`config.mk`:
```
export PLATFORM = sky130hd
export DESIGN_NAME = awgn_burst_channel
export DESIGN_NICKNAME = d
export VERILOG_FILES = /design/src/rtl/awgn_burst_channel.sv
export SDC_FILE = /design/constraint.sdc
export NUM_CORES = 1
export LEC_CHECK = 0
export ABC_CLOCK_PERIOD_IN_PS = 17300
export CORE_ASPECT_RATIO = 1.75
export CORE_MARGIN = 4
export CORE_UTILIZATION = 35
export DETAILED_ROUTE_END_ITERATION = 8
export GPL_TIMING_DRIVEN = 1
export SYNTH_ARGS = -nofsm -noshare
export SYNTH_HDL_FRONTEND = slang
export SYNTH_SLANG_ARGS = --single-unit
```
`constraint.sdc`:
```
create_clock -name clk -period 17.3 [get_ports clk]
set_clock_uncertainty 0.1 [all_clocks]
set_input_delay 5.19 -clock clk [delete_from_list [all_inputs] [get_ports clk]]
set_output_delay 5.19 -clock clk [all_outputs]
set_load 0.01 [all_outputs]
```
`src/rtl/awgn_burst_channel.sv`:
```
// Burst-noise channel: an LFSR-driven Markov state selects a per-state Q1.7 gain applied to AWGN samples.
// One-cycle latency from tick to noise_out/noise_valid; no backpressure, one sample per tick at full clock rate.
module awgn_burst_channel #(
   parameter int          NOISE_W       = 16,
   parameter int          STATE_W       = 2,
   parameter int          DWELL_W       = 16,
   parameter logic [15:0] SEED          = 16'hACE1,
   parameter int          DEFAULT_DWELL = 1000
) (
   input  logic               clk,
   input  logic               reset,
   input  logic               tick,
   input  logic [NOISE_W-1:0] noise_in,
   input  logic               cfg_we,
   input  logic [STATE_W-1:0] cfg_addr,
   input  logic [7:0]         cfg_gain,
   input  logic [DWELL_W-1:0] cfg_dwell,
   output logic [NOISE_W-1:0] noise_out,
   output logic               noise_valid,
   output logic [STATE_W-1:0] cur_state,
   output logic               state_change
);
   localparam int                 NUM_STATES = 2 ** STATE_W;
   localparam int                 PW         = NOISE_W + 9;
   localparam logic [15:0]        LFSR_INIT  = (SEED == 16'h0000) ? 16'hACE1 : SEED;
   localparam logic [DWELL_W-1:0] ONE        = DWELL_W'(1);
   localparam logic [DWELL_W-1:0] DEF_DWELL  = DWELL_W'(DEFAULT_DWELL);
   localparam logic [DWELL_W-1:0] DEF_CNT    = (DEF_DWELL == '0) ? '0 : DEF_DWELL - ONE;
   localparam logic signed [PW-1:0] SAT_MAX  = {{10{1'b0}}, {(NOISE_W-1){1'b1}}};
   localparam logic signed [PW-1:0] SAT_MIN  = {{10{1'b1}}, {(NOISE_W-1){1'b0}}};

   logic [7:0]         gain  [NUM_STATES];
   logic [DWELL_W-1:0] dwell [NUM_STATES];
   logic [DWELL_W-1:0] dwell_cnt;
   logic [15:0]        lfsr;

   logic signed [PW-1:0] noise_ext;
   logic signed [PW-1:0] gain_ext;
   logic signed [PW-1:0] prod;
   logic signed [PW-1:0] scaled;
   logic [NOISE_W-1:0]   noise_sat;
   logic [STATE_W-1:0]   next_state;
   logic [DWELL_W-1:0]   next_dwell;
   logic [DWELL_W-1:0]   entry_cnt;
   logic [15:0]          lfsr_next;

   always_comb begin
      noise_ext = {{9{noise_in[NOISE_W-1]}}, noise_in};
      gain_ext  = {{(NOISE_W+1){1'b0}}, gain[cur_state]};
      prod      = noise_ext * gain_ext;
      // Arithmetic shift gives floor division by 128 for negative products.
      scaled    = prod >>> 7;
      noise_sat = scaled[NOISE_W-1:0];
      if (scaled > SAT_MAX)
         noise_sat = SAT_MAX[NOISE_W-1:0];
      else if (scaled < SAT_MIN)
         noise_sat = SAT_MIN[NOISE_W-1:0];
   end

   always_comb begin
      next_state = lfsr[STATE_W-1:0];
      next_dwell = dwell[next_state];
      // A zero dwell behaves as a one-tick dwell.
      entry_cnt  = (next_dwell == '0) ? '0 : next_dwell - ONE;
      lfsr_next  = {1'b0, lfsr[15:1]} ^ (lfsr[0] ? 16'hB400 : 16'h0000);
   end

   always_ff @(posedge clk) begin
      if (reset) begin
         for (int i = 0; i < NUM_STATES; i++) begin
            gain[i]  <= 8'd128;
            dwell[i] <= DEF_DWELL;
         end
         cur_state    <= '0;
         dwell_cnt    <= DEF_CNT;
         lfsr         <= LFSR_INIT;
         noise_out    <= '0;
         noise_valid  <= 1'b0;
         state_change <= 1'b0;
      end else begin
         noise_valid  <= tick;
         state_change <= 1'b0;
         if (cfg_we) begin
            gain[cfg_addr]  <= cfg_gain;
            dwell[cfg_addr] <= cfg_dwell;
         end
         if (tick) begin
            noise_out <= noise_sat;
            lfsr      <= lfsr_next;
            if (dwell_cnt != '0) begin
               dwell_cnt <= dwell_cnt - ONE;
            end else begin
               cur_state    <= next_state;
               dwell_cnt    <= entry_cnt;
               state_change <= (next_state != cur_state);
            end
         end
      end
   end
endmodule

```
; ---- After elaboration in Yosys (flattened, before gate mapping)
; Memory sizes are Yosys's and may differ from the RTL's. A register that Yosys moved wholly into a read port is not among the register bits.
; Index checks and enable logic that the tools add are counted.
[totals]
inputBits = 46
n_memories = 2
latch_bits = 0
regBits = 52
romBits = 0
elab_cells = 43
mem_bits_rw = 96
[op_classes]
n_eq_ne = 1
n_bitwise = 3
n_reduce_logical = 6
muxes = 20
div_mod_pow = 0
mul = 1
shifts = 0
magnitude_cmp = 2
n_addsub = 2
[memory_table]
columns = memory, depth, word_bits, rd, rd_ports_with_merged_regs, wr, line_no
row1 = dwell, 4, 16, 1, 1, 4, 33  ; logic [DWELL_W-1:0] dwell [NUM_STATES];
row2 = gain, 4, 8, 1, 1, 4, 32  ; logic [7:0] gain [NUM_STATES];
[op_table]
columns = op, count
row1 = 2-to-1 mux 16 bit, 6
row2 = subtractor 16 x 1 -> 16 bit (second input constant), 2
row3 = multiplier 16 x 9 -> 25 bit, 1
row4 = greater-than comparator 18 x 16 -> 1 bit (second input constant), 1
row5 = < comparator 18 x 16 -> 1 bit (second input constant), 1
row6 = logical NOT 16 bit, 1
row7 = nonzero test 16 bit, 1
row8 = OR reduction 16 bit, 1
row9 = bitwise XOR 15 x 16 -> 16 bit, 1
row10 = 2-to-1 mux 2 bit, 6
row11 = 2-to-1 mux 8 bit, 1
row12 = OR reduction 8 bit, 1
row13 = 2-to-1 mux 1 bit, 7
row14 = OR reduction 3 bit, 1
row15 = inequality test 2 bit, 1
row16 = NOT 1 bit, 2
row17 = AND reduction 2 bit, 1

; ---- Depth between registers and ports, before layout
; Gate-level depths: netlist (run 1).
[depth]
depth_word = 5
depth_mapped = 23

; ---- Worst setup path after synthesis (run 1)
; No wires, ideal clock.
[synth_timing]
path_type = input to register
start = input noise_in[15]
end = register noise_out[2]
setup_slack_ns = 7.156
setup_ns = 0.142
path_buffers = 1
stages = 18
arrival_ns = 9.902
path_cell_list = and2_1 fa_1 inv_1 fa_1 inv_1 fa_1 inv_1 fa_1 inv_1 ha_1 a211o_1 a211oi_1 o21ai_0 nor3_1 o22ai_1 a21oi_4 buf_6 a211oi_2
[synth_between]
elab_chain_cells = 4
word_cells_on_any_way = 5
cone_classes = 1 x mul / 2 x order compare / 2 x mux
[synth_rtl]
columns = item, line_no
row1 = "start, declared", 13  ; input logic [NOISE_W-1:0] noise_in,
row2 = multiplier 16 x 9 -> 25 bit (*), 50  ; prod = noise_ext * gain_ext;
row3 = < comparator 18 x 16 -> 1 bit, 56  ; else if (scaled < SAT_MIN)
row4 = 2-to-1 mux 16 bit, 56
row5 = 2-to-1 mux 16 bit (*), 54  ; if (scaled > SAT_MAX)
row6 = "end signal, assigned", 88  ; noise_out <= noise_sat;
row7 = "end, declared", 18  ; output logic [NOISE_W-1:0] noise_out,
; Mark *: on every way between the ends. The rest lies on a longest branch, timed or not.
; A chain may end at the register's enable or synchronous reset.

; ---- Worst setup path after layout (run 1)
[layout_timing]
start = input noise_in[15]
end = register noise_out[6]
; The elaborated chain is that of the path after synthesis.

==> flow_summary.yaml, run 1 <==
finish:
  fillers: 3191
  seq_area_sq_um: 4000
  layout-drive-gt1-share: 0.0707
  mostFrequentLayoutCells: "157 x inv_1, 143 x and2_1, 101 x fa_1"
  final_util: 0.404
  final_common_cell: "inv_1"
  antennaDiodeCount: 0
  area_delta_synth_final_pct: 13.2
  multi_input_area_sq_um: 6790
  finalNetCount: 1357
  final_area_sq_um: 13100
  stdcell_count: 1574
placed_design:
  dp_cells: 1542
  place_area_sq_um: 12600
  hpwl_um: 19900
  io_buffers: 65
  gp_congestion: 0.805
route:
  drtAntennaViolNets: 0
  dr.pass1.iters: 5
  drt_iter0_drc: 338
  vias: 7929
  wl_per_cell_um: 16.8
  viasPerCell: 5.04
  drc: 0
  wl_um: 26500
grt:
  antenna_found_initial: 0
  grt_overflow: 0
  grt_pass1_vias: 8537
  grt_max_degree: 65
  grt_pass1_wl_um: 44300
  grt_usage: 0.152
synthesis:
  synth_cell_types: 71
  synth-edff-count: 96
  ys.flop_type: "edfxtp_1"
  avgSynthCellArea_sq_um: 10.4
  ys_warn_count: 0
  netlist_area_sq_um: 11600
  seq_area_frac_synth: 0.346
  synth-seq-cells: 152
  synthCells: 1114
  synth_nets: 1310
  ys_async_sr_fraction: 0
clock_tree:
  hold_buffers: 0
  cts_root_buf: "clkbuf_16"
  h-tree-depth: 4
  numCtsBuffers: 17
  post_cts_resize_count: 0
  cts_max_path_buffers: 2
  cts_tree: "yes"
  post_cts_buffers: 0
  clk_pin_slew_worst_paths_ns: 0.06
  clock_sinks: 152
  insertion_delay_ns: 0.42
setup_path:
  crit_arrival_ns: 11.16
  cp-start-kind: "primary input"
  end_kind: "register"
  crit_type: "primary input to register"
  worstPathMaxFanout: 15
  rr_endpoint: "noise_out[6]"
  cp-startpoint: "noise_in[15]"
  critPathCapture: "noise_out[6]"
  r2r_setup_slack_ns: 9.95
  rr_worst_depth: 19
  critPathRequiredTime_ns: 17.54
die:
  num_rows: 87
  io_pins: 66
  initial_core_util: 0.357
  fp.dieW_um: 146
  die_h_um: 249
  die_area_sq_um: 36200
  core_sq_um: 32400
sta:
  hold_viol: 0
  tns_ns: 0
  max_freq_mhz: 91.6
  slew_headroom: 0.301
  tightest_slew_ns: 1.05
  setup_viol: 0
  slew_violations: 0
  fin_crit_sh: 0.631
  period_needed_ns: 10.92
  rsz0062_at_grt: "false"
power_and_ir_drop:
  p_int_mw: 1.07
  pwr-share-clk: 0.176
  finalPower_mw: 1.94
  seqPwrFrac: 0.226
  max-vdd-ir-drop_mv: 0.129
  power.switching_mw: 0.864
  combPwrFrac: 0.598
  power_density_nw_per_um2: 148
  p_sw_frac: 0.446
  p_leak_nw: 5.38
min_path:
  hold_path_class: "register to register"
status:
  status: "completed"
run:
  max_cap_violations: 0
==> layout make-up <==
cell class	count	share of cell area
Inverter	158	0.0452
Sequential cell	152	0.305
Multi-Input combinational cell	760	0.518
Timing Repair Buffer	72	0.0528
Clock inverter	13	0.00811
Clock buffer	19	0.0330
Tap cell	400	0.0381
==> state kept, by name, indices dropped and copies added, names as in the netlist, named ones only <==
register,cells
dwell,64
gain,32
dwell_cnt,16
lfsr,16
noise_out,16
cur_state,2
noise_valid,1
state_change,1
==> Yosys cell counts (all sizes together) (18+ instances only) <==
| library cell | n | area share |
|---|---|---|
| nor2 | 56 | 0.018 |
| xor2 | 20 | 0.015 |
| nand3 | 20 | 0.0086 |
| ha | 49 | 0.053 |
| xnor2 | 19 | 0.016 |
| nand2b | 30 | 0.016 |
| inv | 158 | 0.051 |
| dfxtp | 56 | 0.097 |
| a21oi | 26 | 0.012 |
| o21ai | 45 | 0.021 |
| mux4 | 24 | 0.048 |
| and2 | 143 | 0.077 |
| nand2 | 95 | 0.031 |
| fa | 101 | 0.17 |
| a211oi | 18 | 0.016 |
| edfxtp | 96 | 0.25 |
| clkbuf | 31 | 0.010 |
==> cells by family after synthesis <==
kind of cell    count (synthesis)  synth area share
simple gates                  395             0.182
mux                            37            0.0592
compound gates                139            0.0853
flops                         152             0.346
buf+inv                       202            0.0695
xor+xnor                       39            0.0311
fa+ha+maj                     150             0.227
==> stage by stage <==
step | hold slack (ns) | setup WS [ns]
floorplan | 0.341 | 7.16
global placement | 0.357 | 6.13
detailed placement | 0.364 | 5.96
CTS | 0.373 | 6.41
global route | 0.398 | 5.99
finish | 0.370 | 6.38
==> per-layer routing <==
layer / vias to the layer above / share of wire / wire length, um / global-route usage
met2: 143 / 0.59 / 15500 / 0.306
li1: 3798 / - / - / -
met5: - / 0 / 0 / 0
met3: 40 / 0.022 / 583 / 0.0178
met4: 0 / 0.026 / 677 / 0.0530
met1: 3948 / 0.37 / 9690 / 0.160
==> worst min-delay path by stage <==
stage          depth (start not counted)  slack [ns]           from       endpoint
2_1_floorplan                          2        0.34       lfsr[15]       lfsr[15]
3_3_place_gp                           2        0.36        lfsr[5]        lfsr[5]
3_5_place_dp                           2        0.36        lfsr[7]        lfsr[7]
4_1_cts                                2        0.37  dwell_cnt[13]  dwell_cnt[13]
5_1_grt                                2        0.40  dwell_cnt[13]  dwell_cnt[13]
6_report                               2        0.37  dwell_cnt[13]  dwell_cnt[13]
==> power by group through the flow <==
stage | clock (mW) | combinational [mW] | sequential [mW]
2_1_floorplan | 0 | 0.896 | 0.448
3_5_place_dp | 0 | 1.17 | 0.446
4_1_cts | 0.349 | 1.17 | 0.438
3_3_place_gp | 0 | 1.15 | 0.445
6_report | 0.340 | 1.16 | 0.438
5_1_grt | 0.366 | 1.31 | 0.442
==> worst max-delay path: stages <==
cell	delay [ns]
clkdlybuf4s50_1	0.52
nand2_1	0.17
inv_1	0.10
fa_1	0.56
inv_1	0.16
fa_1	0.55
inv_1	0.05
fa_1	0.48
inv_1	0.06
fa_1	0.53
inv_1	0.04
ha_1	0.37
a21oi_1	0.21
a21boi_0	0.11
a311oi_1	0.55
nor2_1	0.09
a311o_1	0.35
nor4_4	0.66
o22ai_1	0.19
a211oi_2	0.23
No activity file was read; power rests on OpenSTA's default activity.
==> inputs of run 2 (changes only) <==
- ABC_CLOCK_PERIOD_IN_PS: 17300 -> 9630
- clock period: 17.3 -> 9.63 ns (I/O delays scaled with it)
==> flow_summary.yaml, run 2 (synthesis results as in run 1) <==
status:
  status: "completed"
route:
  wl_um: 26700
  drtAntennaViolNets: 0
  drc: 0
  drt_iter0_drc: 293
  wl_per_cell_um: 17.0
  dr.pass1.iters: 4
  viasPerCell: 5.06
  vias: 7961
finish:
  finalNetCount: 1357
  layout-drive-gt1-share: 0.0683
  antennaDiodeCount: 0
  mostFrequentLayoutCells: "157 x inv_1, 143 x and2_1, 101 x fa_1"
  multi_input_area_sq_um: 6790
  seq_area_sq_um: 4000
  largest_reg_flops: 64
  fillers: 3169
  final_util: 0.404
  area_delta_synth_final_pct: 13.2
  regMostFlops: "dwell"
  biggestRegsByFlops: "dwell x64, gain x32"
  final_common_cell: "inv_1"
power_and_ir_drop:
  max-vdd-ir-drop_mv: 0.230
  power_density_nw_per_um2: 266
  p_leak_nw: 5.40
grt:
  grt_usage: 0.153
  grt_pass1_wl_um: 44200
  grt_pass1_vias: 8618
  grt_max_degree: 65
  antenna_found_initial: 0
  grt_overflow: 0
die:
  core_sq_um: 32400
  die_area_sq_um: 36200
  io_pins: 66
  fp.dieW_um: 146
  num_rows: 87
  initial_core_util: 0.357
  die_h_um: 249
clock_tree:
  hold_buffers: 0
  post_cts_buffers: 0
  cts_max_path_buffers: 2
  numCtsBuffers: 17
  insertion_delay_ns: 0.42
  clk_pin_slew_worst_paths_ns: 0.06
  clock_sinks: 152
  cts_tree: "yes"
  post_cts_resize_count: 0
  h-tree-depth: 4
  cts_root_buf: "clkbuf_16"
setup_path:
  critical_path.max_stage_delay_ns: 0.67
  slowest_stage: "nor4_4"
  worstPathMaxFanout: 15
  cp-start-kind: "primary input"
  rr_worst_depth: 19
  end_kind: "register"
  critical_path_buf_inv_count: 6
  r2r_setup_slack_ns: 2.30
  rr_endpoint: "noise_out[5]"
  critPathTopFamily: "adder cells"
  path_cells: "clkdlybuf4s50_1, nand2_1, inv_1, fa_1, inv_1, fa_1, inv_1, fa_1, inv_1, fa_1, inv_1, ha_1, a21oi_1, a21boi_0, a311oi_1, nor2_1, a311o_1, nor4_4, o211ai_1, a211oi_2"
  crit_arrival_ns: 8.84
  crit_top_cell: "inv_1"
  crit_type: "primary input to register"
  cp-startpoint: "noise_in[15]"
  path_depth: 20
  critPathCapture: "noise_out[5]"
  critPathRequiredTime_ns: 9.87
sta:
  slew_violations: 0
  tns_ns: 0
  fin_crit_sh: 0.893
  setup_viol: 0
  hold_viol: 0
  period_needed_ns: 8.60
  rsz0062_at_grt: "false"
  slew_headroom: 0.287
  max_freq_mhz: 116
  tightest_slew_ns: 1.07
min_path:
  hold_path_class: "register to register"
placed_design:
  io_buffers: 65
  gp_congestion: 0.805
  hpwl_um: 19900
run:
  max_cap_violations: 0
[run 2: cell count changes in the layout (fill, tap and decap cells not counted)]
cell        change
clkinv_1        +2
clkinv_2        +2
inv_6           -1
clkinv_4        -1
bufinv_16       +1
clkinvlp_2      -2
clkinvlp_4      -2
clkbuf_1        -1
[run 2: worst register-to-register path: stages (launching register included)]
cell      delay (ns)
dfxtp_1         0.67
mux4_1          0.96
and2_1          0.32
fa_1            0.61
inv_1           0.16
fa_1            0.55
inv_1           0.05
fa_1            0.48
inv_1           0.06
fa_1            0.53
inv_1           0.04
ha_1            0.38
a21oi_1         0.20
a21boi_0        0.11
a311oi_1        0.52
nor2_1          0.09
a311o_1         0.35
nor4_4          0.67
o211ai_1        0.19
a211oi_2        0.23
[run 2: final cells by class]
type	count	area share
clock inverter	12	0.00849
timing repair buffer	72	0.0528
clock buffer	18	0.0327
sequential	152	0.305
inverter	158	0.0452
multi-input combinational	760	0.517
tap	400	0.0381
[run 2: worst min path at each step]
stage                        from            end  slack, ns  cells after the start
global placement          lfsr[5]        lfsr[5]       0.36                      2
CTS                 dwell_cnt[13]  dwell_cnt[13]       0.37                      2
floorplan                lfsr[15]       lfsr[15]       0.34                      2
finish              dwell_cnt[13]  dwell_cnt[13]       0.37                      2
global route        dwell_cnt[13]  dwell_cnt[13]       0.39                      2
detailed placement  dwell_cnt[13]  dwell_cnt[13]       0.36                      2
[run 2: per-stage QoR]
stage | instance area [sq um] | setup WS [ns] | hold WS (ns) | power [mW] | std cells
5_1_grt | 13100 | 0.673 | 0.395 | 3.80 | 1572
4_1_cts | 13100 | 1.02 | 0.371 | 3.54 | 1572
3_3_place_gp | 12600 | 0.757 | 0.357 | 2.87 | 1542
3_5_place_dp | 12600 | 0.564 | 0.363 | 2.90 | 1542
6_report | 13100 | 1.03 | 0.368 | 3.49 | 1572
2_1_floorplan | 11600 | 1.79 | 0.341 | 2.41 | 1114
[run 2: power by group]
group          switching [mW]  internal, mW  total, mW
logic                    1.27         0.817       2.09
clock network           0.248         0.372      0.620
registers              0.0262         0.760      0.787
total                    1.55          1.95       3.49
[run 2: per-layer routing]
layer / share of wire / global-route usage
met1: 0.36 / 0.157
met2: 0.58 / 0.307
met3: 0.026 / 0.0197
met4: 0.031 / 0.0579
met5: 0 / 0
==> inputs of run 3 (changes only) <==
- CORE_UTILIZATION: 35 -> 50
- PLACE_DENSITY: not set -> 0.71
==> flow_summary.yaml, run 3 (synthesis results as in run 1) <==
route:
  dr.pass1.iters: 7
  vias: 8075
  drc: 0
  wl_um: 26100
  drt_iter0_drc: 399
  wl_per_cell_um: 17.7
  viasPerCell: 5.47
  drtAntennaViolNets: 0
sta:
  slew_violations: 0
  setup_viol: 0
  max_freq_mhz: 117
  fin_crit_sh: 0.891
  rsz0062_at_grt: "false"
  hold_viol: 0
  tightest_slew_ns: 0.809
  period_needed_ns: 8.58
  tns_ns: 0
  slew_headroom: 0.460
setup_path:
  crit_type: "primary input to register"
  slowest_stage: "nor4_4"
  critPathRequiredTime_ns: 9.87
  r2r_setup_slack_ns: 2.32
  path_cells: "clkdlybuf4s50_1, and2_1, fa_1, inv_1, fa_1, inv_1, fa_1, inv_1, fa_1, inv_1, ha_1, a211o_1, a211oi_1, o21ai_0, o21a_1, nor4_4, o22ai_1, a211oi_2"
  critical_path.max_stage_delay_ns: 0.71
  rr_endpoint: "noise_out[6]"
  rr_worst_depth: 18
  crit_arrival_ns: 8.82
  cp-start-kind: "primary input"
  worstPathMaxFanout: 15
  end_kind: "register"
min_path:
  hold_path_class: "register to register"
  min_path_cells: 2
  whs_endpoint: "dwell_cnt[13]"
  worstHoldStart: "dwell_cnt[13]"
power_and_ir_drop:
  power.switching_mw: 1.56
  pwr-share-clk: 0.183
  p_int_mw: 1.97
  combPwrFrac: 0.593
  p_sw_frac: 0.442
  seqPwrFrac: 0.224
  max-vdd-ir-drop_mv: 0.219
  p_leak_nw: 5.43
  power_density_nw_per_um2: 271
finish:
  antennaDiodeCount: 0
  largest_reg_flops: 64
  area_delta_synth_final_pct: 12.5
  final_common_cell: "inv_1"
  layout-drive-gt1-share: 0.0715
  finalNetCount: 1359
  stdcell_count: 1475
  biggestRegsByFlops: "dwell x64, gain x32"
  mostFrequentLayoutCells: "157 x inv_1, 143 x and2_1, 101 x fa_1"
  regMostFlops: "dwell"
  final_area_sq_um: 13000
grt:
  grt_usage: 0.214
  grt_overflow: 0
  grt_max_degree: 65
  grt_pass1_vias: 8832
  antenna_found_initial: 0
  grt_pass1_wl_um: 43100
clock_tree:
  clk_pin_slew_worst_paths_ns: 0.06
  hold_buffers: 0
  cts_tree: "yes"
  cts_root_buf: "clkbuf_16"
  post_cts_buffers: 0
  clock_sinks: 152
  cts_max_path_buffers: 2
  numCtsBuffers: 17
  post_cts_resize_count: 0
  h-tree-depth: 4
  insertion_delay_ns: 0.42
die:
  num_rows: 73
  die_h_um: 209
  core_sq_um: 22700
  initial_core_util: 0.509
  die_area_sq_um: 25800
  io_pins: 66
  fp.dieW_um: 123
placed_design:
  hpwl_um: 19400
  dp_cells: 1444
  gp_congestion: 0.883
  place_area_sq_um: 12500
  io_buffers: 65
run:
  max_cap_violations: 0
status:
  status: "completed"
-- run 3: cell count changes in the layout (fill, tap and decap cells not counted), sizes merged --
cell	delta
clkinvlp	-2
clkinv	-7
bufinv	-2
clkbuf	+9
inv	+3
buf	+2
-- run 3: stage by stage --
step / setup WS, ns / utilization / power [mW] / hold slack [ns]
finish: 1.05 / 0.573 / 3.53 / 0.377
global route: 0.629 / 0.573 / 3.81 / 0.404
CTS: 1.00 / 0.573 / 3.56 / 0.376
detailed placement: 0.561 / 0.548 / 2.91 / 0.362
global placement: 0.714 / 0.548 / 2.87 / 0.355
floorplan: 1.79 / - / 2.41 / 0.341
-- run 3: how the worst max path moves through the flow --
stage	endpoint	slack (ns)	startpoint	cells after the start
4_1_cts	noise_out[6]	1.00	noise_in[15]	18
3_5_place_dp	noise_out[6]	0.56	noise_in[15]	18
5_1_grt	noise_out[6]	0.63	noise_in[15]	20
3_3_place_gp	noise_out[5]	0.71	noise_in[15]	18
2_1_floorplan	noise_out[2]	1.79	noise_in[15]	18
6_report	noise_out[6]	1.05	noise_in[15]	18
-- run 3: layout make-up --
cell class                 count  area [sq um]
tap                          300           375
multi-input combinational    760          6780
timing repair buffer          74           708
clock buffer                  27           552
inverter                     158           593
fill                        1940          9700
clock inverter                 4          26.3
sequential                   152          4000
-- run 3: worst max-delay path: cells and delay by family --
kind,cells,cell delay (ns)
AO/OA/AOI/OAI,6,1.43
adder cells (fa/ha/maj),5,2.65
AND/OR/NAND/NOR,2,0.94
buffers and inverters,5,0.90
-- run 3: per-layer routing --
layer,global-route usage,vias to the layer above,part of all wire,wire [um]
li1,-,3795,-,-
met1,0.215,4030,0.35,9150
met2,0.420,181,0.58,15200
met3,0.0275,69,0.024,634
met4,0.101,0,0.044,1160
met5,0,-,0,0
-- run 3: power groups by stage --
stage	clock network [mW]	logic (mW)	registers, mW
floorplan	0	1.61	0.805
global placement	0	2.07	0.802
detailed placement	0	2.10	0.805
CTS	0.653	2.11	0.792
global route	0.682	2.33	0.798
finish	0.645	2.09	0.791
